--- config.mk ---
export PLATFORM = sky130hd
export DESIGN_NAME = my_clipper_encode
export DESIGN_NICKNAME = d
export VERILOG_FILES = /design/src/rtl/my_clipper_encode.sv
export SDC_FILE = /design/constraint.sdc
export NUM_CORES = 1
export LEC_CHECK = 0
export BUFFER_PORTS_ARGS = -buffer_cell sky130_fd_sc_hd__buf_4
export CAP_MARGIN = 20
export CELL_PAD_IN_SITES_DETAIL_PLACEMENT = 0
export CELL_PAD_IN_SITES_GLOBAL_PLACEMENT = 1
export CORE_AREA = 2 2 101 103
export DETAILED_ROUTE_END_ITERATION = 8
export DIE_AREA = 0 0 103 105
export GPL_TIMING_DRIVEN = 0
export PLACE_DENSITY_LB_ADDON = 0.2
export SETUP_SLACK_MARGIN = 0.5
export SYNTH_ARGS = -nofsm -noshare
export SYNTH_HDL_FRONTEND = slang
export SYNTH_SLANG_ARGS = --single-unit
--- constraint.sdc ---
create_clock -name clk -period 6.8 [get_ports clk]
set_input_delay 0.34 -clock clk [delete_from_list [all_inputs] [get_ports clk]]
set_output_delay 0.34 -clock clk [all_outputs]
set_load 0.02 [all_outputs]
--- src/rtl/my_clipper_encode.sv ---
// Avalon-ST packet encoder for the clipper output side.
// Pops {sop, eop, pixel} words from a show-ahead FIFO and re-frames each frame
// as a control packet (width/height/interlace nibbles) then a video packet,
// through a single registered output stage with ready/valid back-pressure.
module my_clipper_encode #(
    parameter int DATA_WIDTH   = 24,
    parameter int COLOR_BITS   = 8,
    parameter int COLOR_PLANES = 3
) (
    input  logic                  clk,
    input  logic                  rst,
    input  logic [15:0]           im_width,
    input  logic [15:0]           im_height,
    input  logic [3:0]            im_interlaced,
    input  logic [DATA_WIDTH+1:0] fifo_q,
    input  logic                  fifo_empty,
    output logic                  fifo_rdreq,
    output logic [DATA_WIDTH-1:0] dout_data,
    output logic                  dout_valid,
    input  logic                  dout_ready,
    output logic                  dout_startofpacket,
    output logic                  dout_endofpacket
);

    typedef enum logic [2:0] {
        IDLE,
        CTRL_HDR,
        CTRL_DATA,
        DATA_HDR,
        DATA
    } state_t;

    localparam int unsigned PLANES = COLOR_PLANES;
    // Nine nibbles spread over PLANES nibbles per control word.
    localparam int unsigned NWORDS = (9 + PLANES - 1) / PLANES;

    state_t state, state_next;
    logic [3:0] cnt, cnt_next;
    logic [15:0] width_q, height_q;
    logic [3:0] interlaced_q;
    logic latch_en;

    logic load;
    logic avail;
    logic [DATA_WIDTH-1:0] word_data;
    logic word_sop, word_eop;
    logic [DATA_WIDTH-1:0] ctrl_data;
    logic [39:0] nibbles;

    logic fifo_sop, fifo_eop;
    logic [DATA_WIDTH-1:0] fifo_pixel;

    assign {fifo_sop, fifo_eop, fifo_pixel} = fifo_q;
    assign load = ~dout_valid | dout_ready;
    // Trailing zero nibble pads the last 2-plane word.
    assign nibbles = {width_q, height_q, interlaced_q, 4'h0};

    // Control word for the current count: nibble index cnt*PLANES+p into plane p.
    always_comb begin
        int unsigned idx;
        logic [39:0] sh;
        ctrl_data = '0;
        idx = 0;
        sh = '0;
        for (int unsigned p = 0; p < PLANES; p++) begin
            idx = 32'(cnt) * PLANES + p;
            sh = nibbles << (4 * idx);
            if (idx < 10)
                ctrl_data[p*COLOR_BITS +: 4] = sh[39:36];
        end
    end

    // Next-state, candidate output word and FIFO pop decision.
    always_comb begin
        state_next = state;
        cnt_next   = cnt;
        latch_en   = 1'b0;
        fifo_rdreq = 1'b0;
        avail      = 1'b0;
        word_data  = '0;
        word_sop   = 1'b0;
        word_eop   = 1'b0;
        case (state)
            IDLE: begin
                if (!fifo_empty) begin
                    if (fifo_sop) begin
                        latch_en   = 1'b1;
                        state_next = CTRL_HDR;
                    end else begin
                        fifo_rdreq = load;
                    end
                end
            end
            CTRL_HDR: begin
                avail          = 1'b1;
                word_data[3:0] = 4'hF;
                word_sop       = 1'b1;
                if (load) begin
                    state_next = CTRL_DATA;
                    cnt_next   = '0;
                end
            end
            CTRL_DATA: begin
                avail     = 1'b1;
                word_data = ctrl_data;
                word_eop  = (cnt == 4'(NWORDS - 1));
                if (load) begin
                    cnt_next = cnt + 4'd1;
                    if (word_eop)
                        state_next = DATA_HDR;
                end
            end
            DATA_HDR: begin
                avail    = 1'b1;
                word_sop = 1'b1;
                if (load)
                    state_next = DATA;
            end
            DATA: begin
                avail     = !fifo_empty;
                word_data = fifo_pixel;
                word_eop  = fifo_eop;
                if (load && !fifo_empty) begin
                    fifo_rdreq = 1'b1;
                    if (fifo_eop)
                        state_next = IDLE;
                end
            end
            default: state_next = IDLE;
        endcase
        if (rst)
            fifo_rdreq = 1'b0;
    end

    // State, control word counter and frame parameter latch.
    always_ff @(posedge clk) begin
        if (rst) begin
            state        <= IDLE;
            cnt          <= '0;
            width_q      <= '0;
            height_q     <= '0;
            interlaced_q <= '0;
        end else begin
            state <= state_next;
            cnt   <= cnt_next;
            if (latch_en) begin
                width_q      <= im_width;
                height_q     <= im_height;
                interlaced_q <= im_interlaced;
            end
        end
    end

    // Output register: load a new word when empty or accepted, else hold.
    always_ff @(posedge clk) begin
        if (rst) begin
            dout_data          <= '0;
            dout_valid         <= 1'b0;
            dout_startofpacket <= 1'b0;
            dout_endofpacket   <= 1'b0;
        end else if (load) begin
            if (avail) begin
                dout_data          <= word_data;
                dout_valid         <= 1'b1;
                dout_startofpacket <= word_sop;
                dout_endofpacket   <= word_eop;
            end else begin
                dout_valid <= 1'b0;
            end
        end
    end

endmodule

# ---- Word-level counts from Yosys, hierarchy flattened
# Cells that the tools add are included.
dict set report word_totals {
  reg_bits 70
  inputBits 66
  out_inout_bits 28
  elab_cells 72
}
dict set report op_classes {
  add_sub_neg 3
  mul 1
  order_cmp 3
  eq_ne 13
  shifts 3
  muxes 29
  bitwise 2
  n_reduce_logical 9
}
# cell n
set ops {}
lappend ops {{40-bit by 9-bit << shifter with 40-bit output} 2}
lappend ops {{20-bit one-hot mux with 2 select lines} 1}
lappend ops {{40-bit by 8-bit << shifter with 40-bit output} 1}
lappend ops {{3-bit 2-to-1 mux} 8}
lappend ops {{4-bit 2-to-1 mux} 5}
lappend ops {{2-bit inequality test (second input constant)} 8}
lappend ops {{3-bit one-hot mux with 5 select lines} 1}
lappend ops {{7-bit by 4-bit less-than comparator with 1-bit output (second input constant)} 2}
lappend ops {{4-bit one-hot mux with 3 select lines} 1}
lappend ops {{1-bit 2-to-1 mux} 9}
lappend ops {{4-bit one-hot mux with 2 select lines} 1}
lappend ops {{8-bit AND reduction} 1}
lappend ops {{6-bit by 1-bit adder with 7-bit output (second input constant)} 1}
lappend ops {{6-bit by 2-bit adder with 7-bit output (second input constant)} 1}
lappend ops {{3-bit by 2-bit equality test with 1-bit output (second input constant)} 2}
lappend ops {{6-bit by 4-bit less-than comparator with 1-bit output (second input constant)} 1}
lappend ops {{4-bit by 2-bit multiplier with 6-bit output (second input constant)} 1}
lappend ops {{1-bit one-hot mux with 2 select lines} 3}
lappend ops {{4-bit by 1-bit adder with 4-bit output (second input constant)} 1}
lappend ops {{4-bit by 2-bit equality test with 1-bit output (second input constant)} 1}
lappend ops {{3-bit by 1-bit equality test with 1-bit output (second input constant)} 1}
lappend ops {{3-bit equality test (second input constant)} 1}
lappend ops {{3-bit zero test} 1}
lappend ops {{3-bit AND reduction} 1}
lappend ops {{other kinds (8)} 8}

# ---- Longest topological paths before layout
# Gate-level depths: netlist of run 1.
dict set report logic_depth {
  depth_word 6
  mapped_depth 13
}

# ---- Worst setup path after synthesis of run 1
# No wires, ideal clock.
dict set report synth_timing {
  path_type {register to register}
  start {reg cnt[0]}
  end {reg dout_data[19]}
  setup_time_ns 0.136
  arrival_ns 2.587
  t_required_ns 6.664
  path_slack_ns 4.077
  stages_incl_launch_ff 14
  n_path_buf 4
  synth_period_minus_slack_ns 2.723
  path_cell_list {dfxtp_1 -> buf_2 -> inv_1 -> ha_1 -> buf_4 -> buf_6 -> inv_2 -> ha_1 -> buf_2 -> mux4_2 -> nand2_1 -> a21oi_1 -> a21oi_1 -> o32ai_1}
}
dict set report synth_between {
  elab_chain_cells 5
  word_cells_on_any_way 6
  cone_classes {add/sub (1); mul (1); order compare (1); shift (1); mux (2)}
}
# item line_no
set synth_rtl {}
lappend synth_rtl {{start, declared} 38} ;# logic [3:0] cnt, cnt_next;
lappend synth_rtl {{start signal, assigned} 145} ;# cnt <= cnt_next;
lappend synth_rtl {{4-bit by 2-bit multiplier with 6-bit output *} 66} ;# idx = 32'(cnt) * PLANES + p;
lappend synth_rtl {{6-bit by 2-bit adder with 7-bit output *} 66}
lappend synth_rtl {{40-bit by 9-bit << shifter with 40-bit output or 7-bit by 4-bit less-than comparator with 1-bit output (tied branches)} {67, 68}}
lappend synth_rtl {{4-bit 2-to-1 mux *} 68} ;# if (idx < 10)
lappend synth_rtl {{20-bit one-hot mux with 2 select lines *} 83} ;# case (state)
lappend synth_rtl {{end signal, assigned} 163} ;# dout_data <= word_data;
lappend synth_rtl {{end, declared} 18} ;# output logic [DATA_WIDTH-1:0] dout_data,
# Mark *: on every way between the ends. The rest lies on a longest branch, timed or not.
# A chain may end at the register's enable or synchronous reset.

# ---- Worst setup path in the final report of run 1
dict set report layout_timing {
  start {reg cnt[0]}
  end {reg dout_data[10]}
}
dict set report layout_between {
  elab_chain_cells 5
  word_cells_on_any_way 6
  cone_classes {add/sub (1); mul (1); order compare (1); shift (1); mux (2)}
}
# item line_no
set layout_rtl {}
lappend layout_rtl {{4-bit by 2-bit multiplier with 6-bit output *} 66}
lappend layout_rtl {{6-bit by 1-bit adder with 7-bit output *} 66}
lappend layout_rtl {{40-bit by 9-bit << shifter with 40-bit output or 7-bit by 4-bit less-than comparator with 1-bit output (tied branches)} {67, 68}}
lappend layout_rtl {{4-bit 2-to-1 mux *} 68}
lappend layout_rtl {{20-bit one-hot mux with 2 select lines *} 83}
# Marks and branches as above.

==> metrics.md, run 1 <==
| Metric | Value |
|---|---|
| PortBufs | 92 |
| Power per cell area | approximately 200 nW/µm² |
| Stages on the worst setup path | 13 |
| Status | complete, no violations |
| Die ar. | between 10000 and 15000 µm² |
| N_diodes | 0 |
| Synth top area share | 0.344 |
| # IOs | 94 |
| Inst Count DP | 720 |
| Via count | 3921 |
| Setup slack, reg-to-reg | 3.42 ns |
| Initial Util | 0.422 |
| Grt ovf | 0 |
| Worst-Skew Late Latency | 0.35 ns |
| First-pass GRT wire length | 19300 µm |
| Synth area leaders | dfxtp_1 (34%), a21oi_1 (11%), nand2_1 (10%) |
| FFs w/ async S/R, synth | 0 |
| R2R cell count | 13 |
| Drt wl/cell | 15.9 µm |
| R2r endpoint | dout_data[10]$_SDFFE_PP0P_ |
| Post-synthesis mux area share | 0.132 |
| CTS hold repair buffers | 0 |
| Peak supply drop | 116 µV |
| TNS Setup | 0 ns |
| CTS resizes | 0 |
| Core Rows | 36 |
| Crit path from | cnt[0]$_SDFFE_PP0P_ |
| Hold Violations, Final | 0 |
| Worst slew pin tran | between 0.6 and 0.7 ns |
| WP buf/inv | 5 |
| Final setup viols | 0 |
| GRT Resource Usage Total | 0.228 |
| Seq/Total Area, Yosys | 0.344 |
| Detail Placement HPWL | 9170 µm |
| Yosys synthesis warning count | 0 |
| Post-synth EDFFs | 0 |
| Startpoint class of the critical path | register |
| Synth Register Bits | 70 |
| Horiz. Die Dim | 103 µm |
| Main combinational cell family by area after synthesis | simple AND/OR/NAND/NOR gates |
| Endpoint required time on the critical path | between 7 and 8 ns |
| Post-synthesis xor/xnor area fraction | 0.0224 |
| CP Class | reg2reg |
| Synth Area in Compound Gates | 0.203 |
| Max-cap violations | 0 |
| Fraction of the mapped netlist area in simple logic gates | 0.215 |
| GP Congestion | 0.873 |
| Root Buffer | clkbuf_8 |
| Post-Syn Area per Cell | 8.22 µm² |
| Core ar. | 9640 µm² |
| Crit. End Element | register |
| CTS tree | yes |
| Clock-pin slew on the worst setup and hold paths | 0.08 ns |
| CTS Buf Count | 9 |
| Clk sinks | 70 |
| Family with the most delay on the worst path | buffers and inverters |
| Final period util | 0.497 |
| Area grow syn2layout | 26.0% |
| First DRT Iteration DRCs | between 200 and 250 |
| CP arrival | 3.65 ns |
| CP max stage cell | dfxtp_1 |
| CP Cell Sequence | buf_2 > inv_1 > ha_1 > buf_4 > buf_6 > inv_2 > ha_1 > nand2_1 > xnor2_2 > nand2_1 > a211oi_2 > o2111ai_1 > a211oi_1 |
| HP Class | in2reg |
| Crit-path max cell delay | about 0.36 ns |
| Die height | about 110 µm |
| Post-Syn Instances | 495 |
| Vias in the first global route | 3820 |
| Postcts setup bufs | 0 |
| Cell variety after synth | 57 |
| Post-layout nets | about 670 |
| Most common cell in the synthesized netlist | nand2_1 |
| Post-Syn Area | 4070 µm² |
| Relative slew slack | 0.580 |
| Htree depth | 3 |
| Wirelength, routed | 11700 µm |
| Total Power | 1.03 mW |
| Fin cells | 736 |
| Crit-path max FO | 10 |
| Vias per cell | 5.33 |
| RSZ-0062 raised after global routing | false |
| Post-route ant nets | 0 |
| Main synth FF type | dfxtp_1 |
| Static leakage power | slightly above 2 nW |
| Largest net degree at the start of global routing | 13 |
| Clock Tree Buf Depth | 2 |
| Pre-Repair DR Iteration Count | 4 |
| Syn Nets | 571 |
| Critical R2R Launch | cnt[0]$_SDFFE_PP0P_ |
| Clock skew | 0.0108 ns |
| Antenna violations before repair | 0 |
| Fraction of the mapped netlist area in adder cells | 0.0326 |
| Fraction of layout cells with a size suffix above 1 | 0.267 |
| Cell taking the most area after synthesis | dfxtp_1 |
| Slew Limit Fails | 0 |
| Critical Path End | dout_data[10]$_SDFFE_PP0P_ |
| Fmax | 0.296 GHz |
| # DRC | 0 |
| Top cells by count, synth | nand2_1 (110), a21oi_1 (88), dfxtp_1 (70) |
| Post-route minimum period | 3.38 ns |
==> per-layer routing <==
layer	track usage	routed length [µm]
met5	0	0
met4	0.0536	132
met3	0.0495	700
met2	0.372	5550
met1	0.305	5300
==> final cells by class <==
type,count,area [µm²]
buffer,39,179
clock buffer,11,141
clock inverter,5,58.8
fill,993,4510
inverter,7,26.3
multi-input combinational,379,2460
sequential,70,1400
tap,133,166
timing repair buffer,92,691
==> registers in the layout (all words and copies together) (netlist names) <==
name	cells
interlaced_q	4
height_q	16
cnt	4
state	3
width_q	16
dout_data	24
dout_startofpacket	1
dout_valid	1
dout_endofpacket	1
==> worst min-delay path: stages <==
cell and delay (ns):
buf_4 0.11, nand2_1 0.04, a21oi_1 0.05
==> through the flow <==
stage | utilization | instance area [µm²] | hold WS [ns] | setup WS [ns]
after floorplan | - | 4070 | 0.443 | 4.08
after global placement | 0.511 | 4930 | 0.440 | 3.48
after detailed placement | 0.511 | 4930 | 0.444 | 3.47
after CTS | 0.532 | 5130 | 0.218 | 3.43
after global routing | 0.532 | 5130 | 0.210 | 3.17
final | 0.532 | 5130 | 0.228 | 3.42
==> cells by family after synthesis <==
logic type / after synthesis
AOI/OAI and AO/OA: 137
xor gates and xnor gates: 7
adders and majority gates: 10
buffers and inverters: 46
DFF: 70
muxes: 32
and+or+nand+nor: 193
==> where the power goes <==
part           switching [mW]  internal (mW)
Sequential             0.0186          0.431
Combinational           0.136          0.102
Clock                   0.161          0.179
==> worst min path at each step <==
stage | from | to | slack (ns) | cells past startpoint
6_report | im_width[1] | width_q[1]$_SDFFE_PP0P_ | 0.23 | 3
2_1_floorplan | height_q[10]$_SDFFE_PP0P_ | height_q[10]$_SDFFE_PP0P_ | 0.44 | 2
3_5_place_dp | dout_data[7]$_SDFFE_PP0P_ | dout_data[7]$_SDFFE_PP0P_ | 0.44 | 2
5_1_grt | im_width[7] | width_q[7]$_SDFFE_PP0P_ | 0.21 | 3
3_3_place_gp | dout_data[6]$_SDFFE_PP0P_ | dout_data[6]$_SDFFE_PP0P_ | 0.44 | 2
4_1_cts | im_width[10] | width_q[10]$_SDFFE_PP0P_ | 0.22 | 3
==> cells in the final DEF, fill, tap and decap left out, types with 3 or more instances in the layout <==
| cell | netlist | routed |
|---|---|---|
| buf_2 | 14 | 14 |
| mux2_2 | 5 | 5 |
| nand3_1 | 21 | 21 |
| a21o_1 | 3 | 3 |
| nor2_1 | 25 | 25 |
| dfxtp_1 | 70 | 70 |
| and3_1 | 9 | 9 |
| nand2b_1 | 4 | 4 |
| o2111ai_1 | 4 | 4 |
| xnor2_2 | 4 | 4 |
| nor3_1 | 8 | 8 |
| o22ai_1 | 3 | 3 |
| mux2i_1 | 9 | 9 |
| a21oi_1 | 88 | 88 |
| a211oi_1 | 6 | 6 |
| a22oi_1 | 3 | 3 |
| clkbuf_8 | 0 | 10 |
| ha_1 | 9 | 9 |
| buf_1 | 4 | 4 |
| clkbuf_1 | 18 | 19 |
| buf_4 | 2 | 94 |
| o2bb2ai_1 | 4 | 4 |
| nand2_1 | 110 | 110 |
| mux4_2 | 16 | 16 |
| a211oi_2 | 3 | 3 |
| o21ai_0 | 6 | 6 |
| inv_1 | 6 | 6 |
| nor2b_1 | 6 | 6 |
| o32ai_1 | 3 | 3 |
Power figures use the tool's default switching activity.
==> run 2: changes to the inputs <==
--- a/config.mk
+++ b/config.mk
@@ -5,13 +5,14 @@
 export SDC_FILE = /design/constraint.sdc
 export NUM_CORES = 1
 export LEC_CHECK = 0
+export ABC_AREA = 1
 export BUFFER_PORTS_ARGS = -buffer_cell sky130_fd_sc_hd__buf_4
 export CAP_MARGIN = 20
 export CELL_PAD_IN_SITES_DETAIL_PLACEMENT = 0
 export CELL_PAD_IN_SITES_GLOBAL_PLACEMENT = 1
-export CORE_AREA = 2 2 101 103
+export CORE_AREA = 2 2 115 117
 export DETAILED_ROUTE_END_ITERATION = 8
-export DIE_AREA = 0 0 103 105
+export DIE_AREA = 0 0 117 119
 export GPL_TIMING_DRIVEN = 0
 export PLACE_DENSITY_LB_ADDON = 0.2
 export SETUP_SLACK_MARGIN = 0.5
==> constraint.sdc (replaced) <==
create_clock -name clk -period 2.7 [get_ports clk]
set_input_delay 0.135 -clock clk [delete_from_list [all_inputs] [get_ports clk]]
set_output_delay 0.135 -clock clk [all_outputs]
set_load 0.02 [all_outputs]
==> run 2 against run 1 <==
Net effect:
- sequential share of layout area is 3.7 points lower
- synthesized cell count increased by 33%
- clock-buffer cell count shrank 1
- non-clock buffer count grew 14
==> metrics.md, run 2 <==
| Metric | Value |
|---|---|
| Area of the multi-input gates | about 2700 µm² |
| Met1 Use GR | 0.265 |
| Seq/Total Area, Yosys | 0.329 |
| CP Class | reg2reg |
| Slew Limit Fails | 0 |
| Fill cell count | 1383 |
| Synth Register Bits | 70 |
| Fraction of layout cells with a size suffix above 1 | 0.298 |
| Startpoint class of the critical path | register |
| Post-Syn Area | 4260 µm² |
| Peak supply drop | just under 400 µV |
| Post-route minimum period | 2.27 ns |
| Power per cell area | approximately 840 nW/µm² |
| Relative slew slack | 0.529 |
| CP Cell Sequence | ha_4 > fa_2 > ha_4 > or2_4 > o211ai_1 > nand2_1 > nand2_1 > nand3_2 > a21oi_2 |
| Status | complete, no violations |
| Clk sinks | 70 |
| Drt wl/cell | 15.4 µm |
| Htree depth | 3 |
| Met2 Track Usage GR | 0.378 |
| Cell variety after synth | 36 |
| Area grow syn2layout | 40.3% |
| Wirelength, routed | 14800 µm |
| Synth area leaders | dfxtp_1 (33%), nand2_1 (17%), nand3_1 (8.9%) |
| Main synth FF type | dfxtp_1 |
| Post-Syn Area per Cell | 6.45 µm² |
| Clock Tree Buf Depth | 2 |
| CTS tree | yes |
| Commonest non-fill, non-tap cell in the layout | nand2_1 |
| Biggest regs | dout_data (24), height_q (16), width_q (16) |
| Vias per cell | 4.87 |
| Hold Violations, Final | 0 |
| Final period util | 0.842 |
| Post-route ant nets | 0 |
| Yosys synthesis warning count | 0 |
| Most common cell in the synthesized netlist | nand2_1 |
| Antenna violations before repair | 0 |
| Max reg flops | 24 |
| Fmax | 0.440 GHz |
| CP arrival | 2.56 ns |
| Commonest cells after routing, fill and taps aside | nand2_1 (181), buf_4 (107), nor2_1 (72), nand3_1 (68), dfxtp_1 (68) |
| Worst slew pin tran | 0.707 ns |
| Clock-pin slew on the worst setup and hold paths | 0.06 ns |
| Largest net degree at the start of global routing | 14 |
| Most flops, register | dout_data |
| Synth top area share | 0.329 |
| Inst Count DP | 929 |
| Core Rows | between 40 and 50 |
| Initial Util | 0.331 |
| Cell taking the most area after synthesis | dfxtp_1 |
| Family with the most delay on the worst path | adder cells |
| HP Class | in2reg |
| GP Congestion | 0.959 |
| Endpoint required time on the critical path | 2.99 ns |
| First-pass GRT wire length | 23200 µm |
| Pre-Repair DR Iteration Count | 5 |
| Crit-path max FO | 5 |
| Clock skew | 0.00861 ns |
| Root Buffer | clkbuf_16 |
| Static leakage power | around 2.7 nW |
| M3 GR Usage | 0.0366 |
| Fin cells | 964 |
| # IOs | 94 |
| Busiest grt layer | met2 |
| Crit-path max cell delay | 0.59 ns |
| Die ar. | 13900 µm² |
| Grt ovf | 0 |
| First DRT Iteration DRCs | 235 |
| CTS Buf Count | 9 |
| PortBufs | 93 |
| Crit. End Element | register |
| WP buf/inv | 0 |
| Worst-Skew Late Latency | about 0.35 ns |
| N_diodes | 0 |
| Final setup viols | 0 |
| Post-Syn Instances | 660 |
| Core ar. | 12900 µm² |
| Via count | 4693 |
| Max-cap violations | 0 |
| GRT Resource Usage Total | 0.220 |
| CP max stage cell | fa_2 |
| Horiz. Die Dim | 117 µm |
| Die height | 119 µm |
| Post-layout nets | 859 |
| Post-synth EDFFs | 0 |
| # DRC | 0 |
| Top cells by count, synth | nand2_1 (190), nor2_1 (77), nand3_1 (76) |
| Syn Nets | roughly 740 |
| FFs w/ async S/R, synth | 0 |
| RSZ-0062 raised after global routing | true |
| FF/Latch Area | between 1000 and 1500 µm² |
| Vias in the first global route | about 4500 |
| TNS Setup | 0 ns |
| Detail Placement HPWL | 11100 µm |
[run 2: cell count changes in the layout (fill, tap and decap cells not counted), sizes merged, moves of 9 or more]
cell   previous run  this run
nand2           110       202
nand3            21        82
nor2             25        83
o21ai             7        59
inv               7        49
a21oi            89        50
buf             113       130
mux4             16         0
mux2i            10         0
and3              9         0
[run 2: layer usage]
layer  vias up  share of wire
li1       2399              -
met1      2155           0.45
met2       112           0.49
met3        27          0.035
met4         0          0.029
met5         -              0
[run 2: cell type report]
class | instances | share of cell area
multi-input cells | 509 | 0.456
flip-flops and latches | 70 | 0.236
well taps | 176 | 0.0369
repair buffers | 112 | 0.146
inverters | 48 | 0.0356
plain buffers | 33 | 0.0415
clock inverters | 6 | 0.00754
clock buffers | 10 | 0.0400
[run 2: worst paths after layout]
| kind | startpoint | endpoint | slack (ns) | cells after the start |
|---|---|---|---|---|
| max | cnt[1]$_SDFFE_PP0P_ | dout_data[18]$_SDFFE_PP0P_ | 0.43 | 9 |
| min | im_width[0] | width_q[0]$_SDFFE_PP0P_ | 0.009 | 3 |
| max reg2reg | cnt[1]$_SDFFE_PP0P_ | dout_data[18]$_SDFFE_PP0P_ | 0.43 | 9 |
| min reg2reg | dout_data[5]$_SDFFE_PP0P_ | dout_data[5]$_SDFFE_PP0P_ | 0.47 | 2 |
[run 2: per-stage QoR]
| stage | hold WS, ns | setup slack, ns | cell area (µm²) | utilization | power (mW) |
|---|---|---|---|---|---|
| global placement | 0.356 | 0.0234 | 5240 | 0.407 | 3.60 |
| floorplan | 0.197 | 0.514 | 4320 | - | 2.87 |
| global route | 0.0122 | 0.321 | 5970 | 0.464 | 5.32 |
| detailed placement | 0.363 | 0.0510 | 5240 | 0.407 | 3.61 |
| finish | 0.00880 | 0.426 | 5970 | 0.464 | 4.99 |
| CTS | 0.00188 | 0.391 | 5820 | 0.452 | 4.94 |
[run 2: worst reg2reg max path, delay by kind of cell, from the launching register on]
family / cells / cell delay (ns)
DFF: 1 / 0.36
AOI/OAI and AO/OA: 2 / 0.31
and+or+nand+nor: 4 / 0.56
adders and majority gates: 3 / 0.99
[run 2: power breakdown]
group	switching, mW	leakage (nW)	internal, mW	total (mW)
clock	0.481	0.131	0.649	1.13
sequential	0.165	0.574	1.26	1.42
combinational	1.52	1.95	0.918	2.44
total	2.17	2.66	2.82	4.99
[run 2: repair_timing]
item,4_1_cts,5_1_grt
gates resized for setup,37,41
buffers inserted,15,0
hold buffers,4,0
endpoints found under the setup margin,12,12
hold endpoints to repair,4,0
pin swaps,13,15
[run 2: logic make-up after synthesis]
family | after synthesis | synth area share
simple gates | 382 | 0.402
compound gates | 117 | 0.153
buf+inv | 81 | 0.0850
flops | 70 | 0.329
fa+ha+maj | 10 | 0.0312
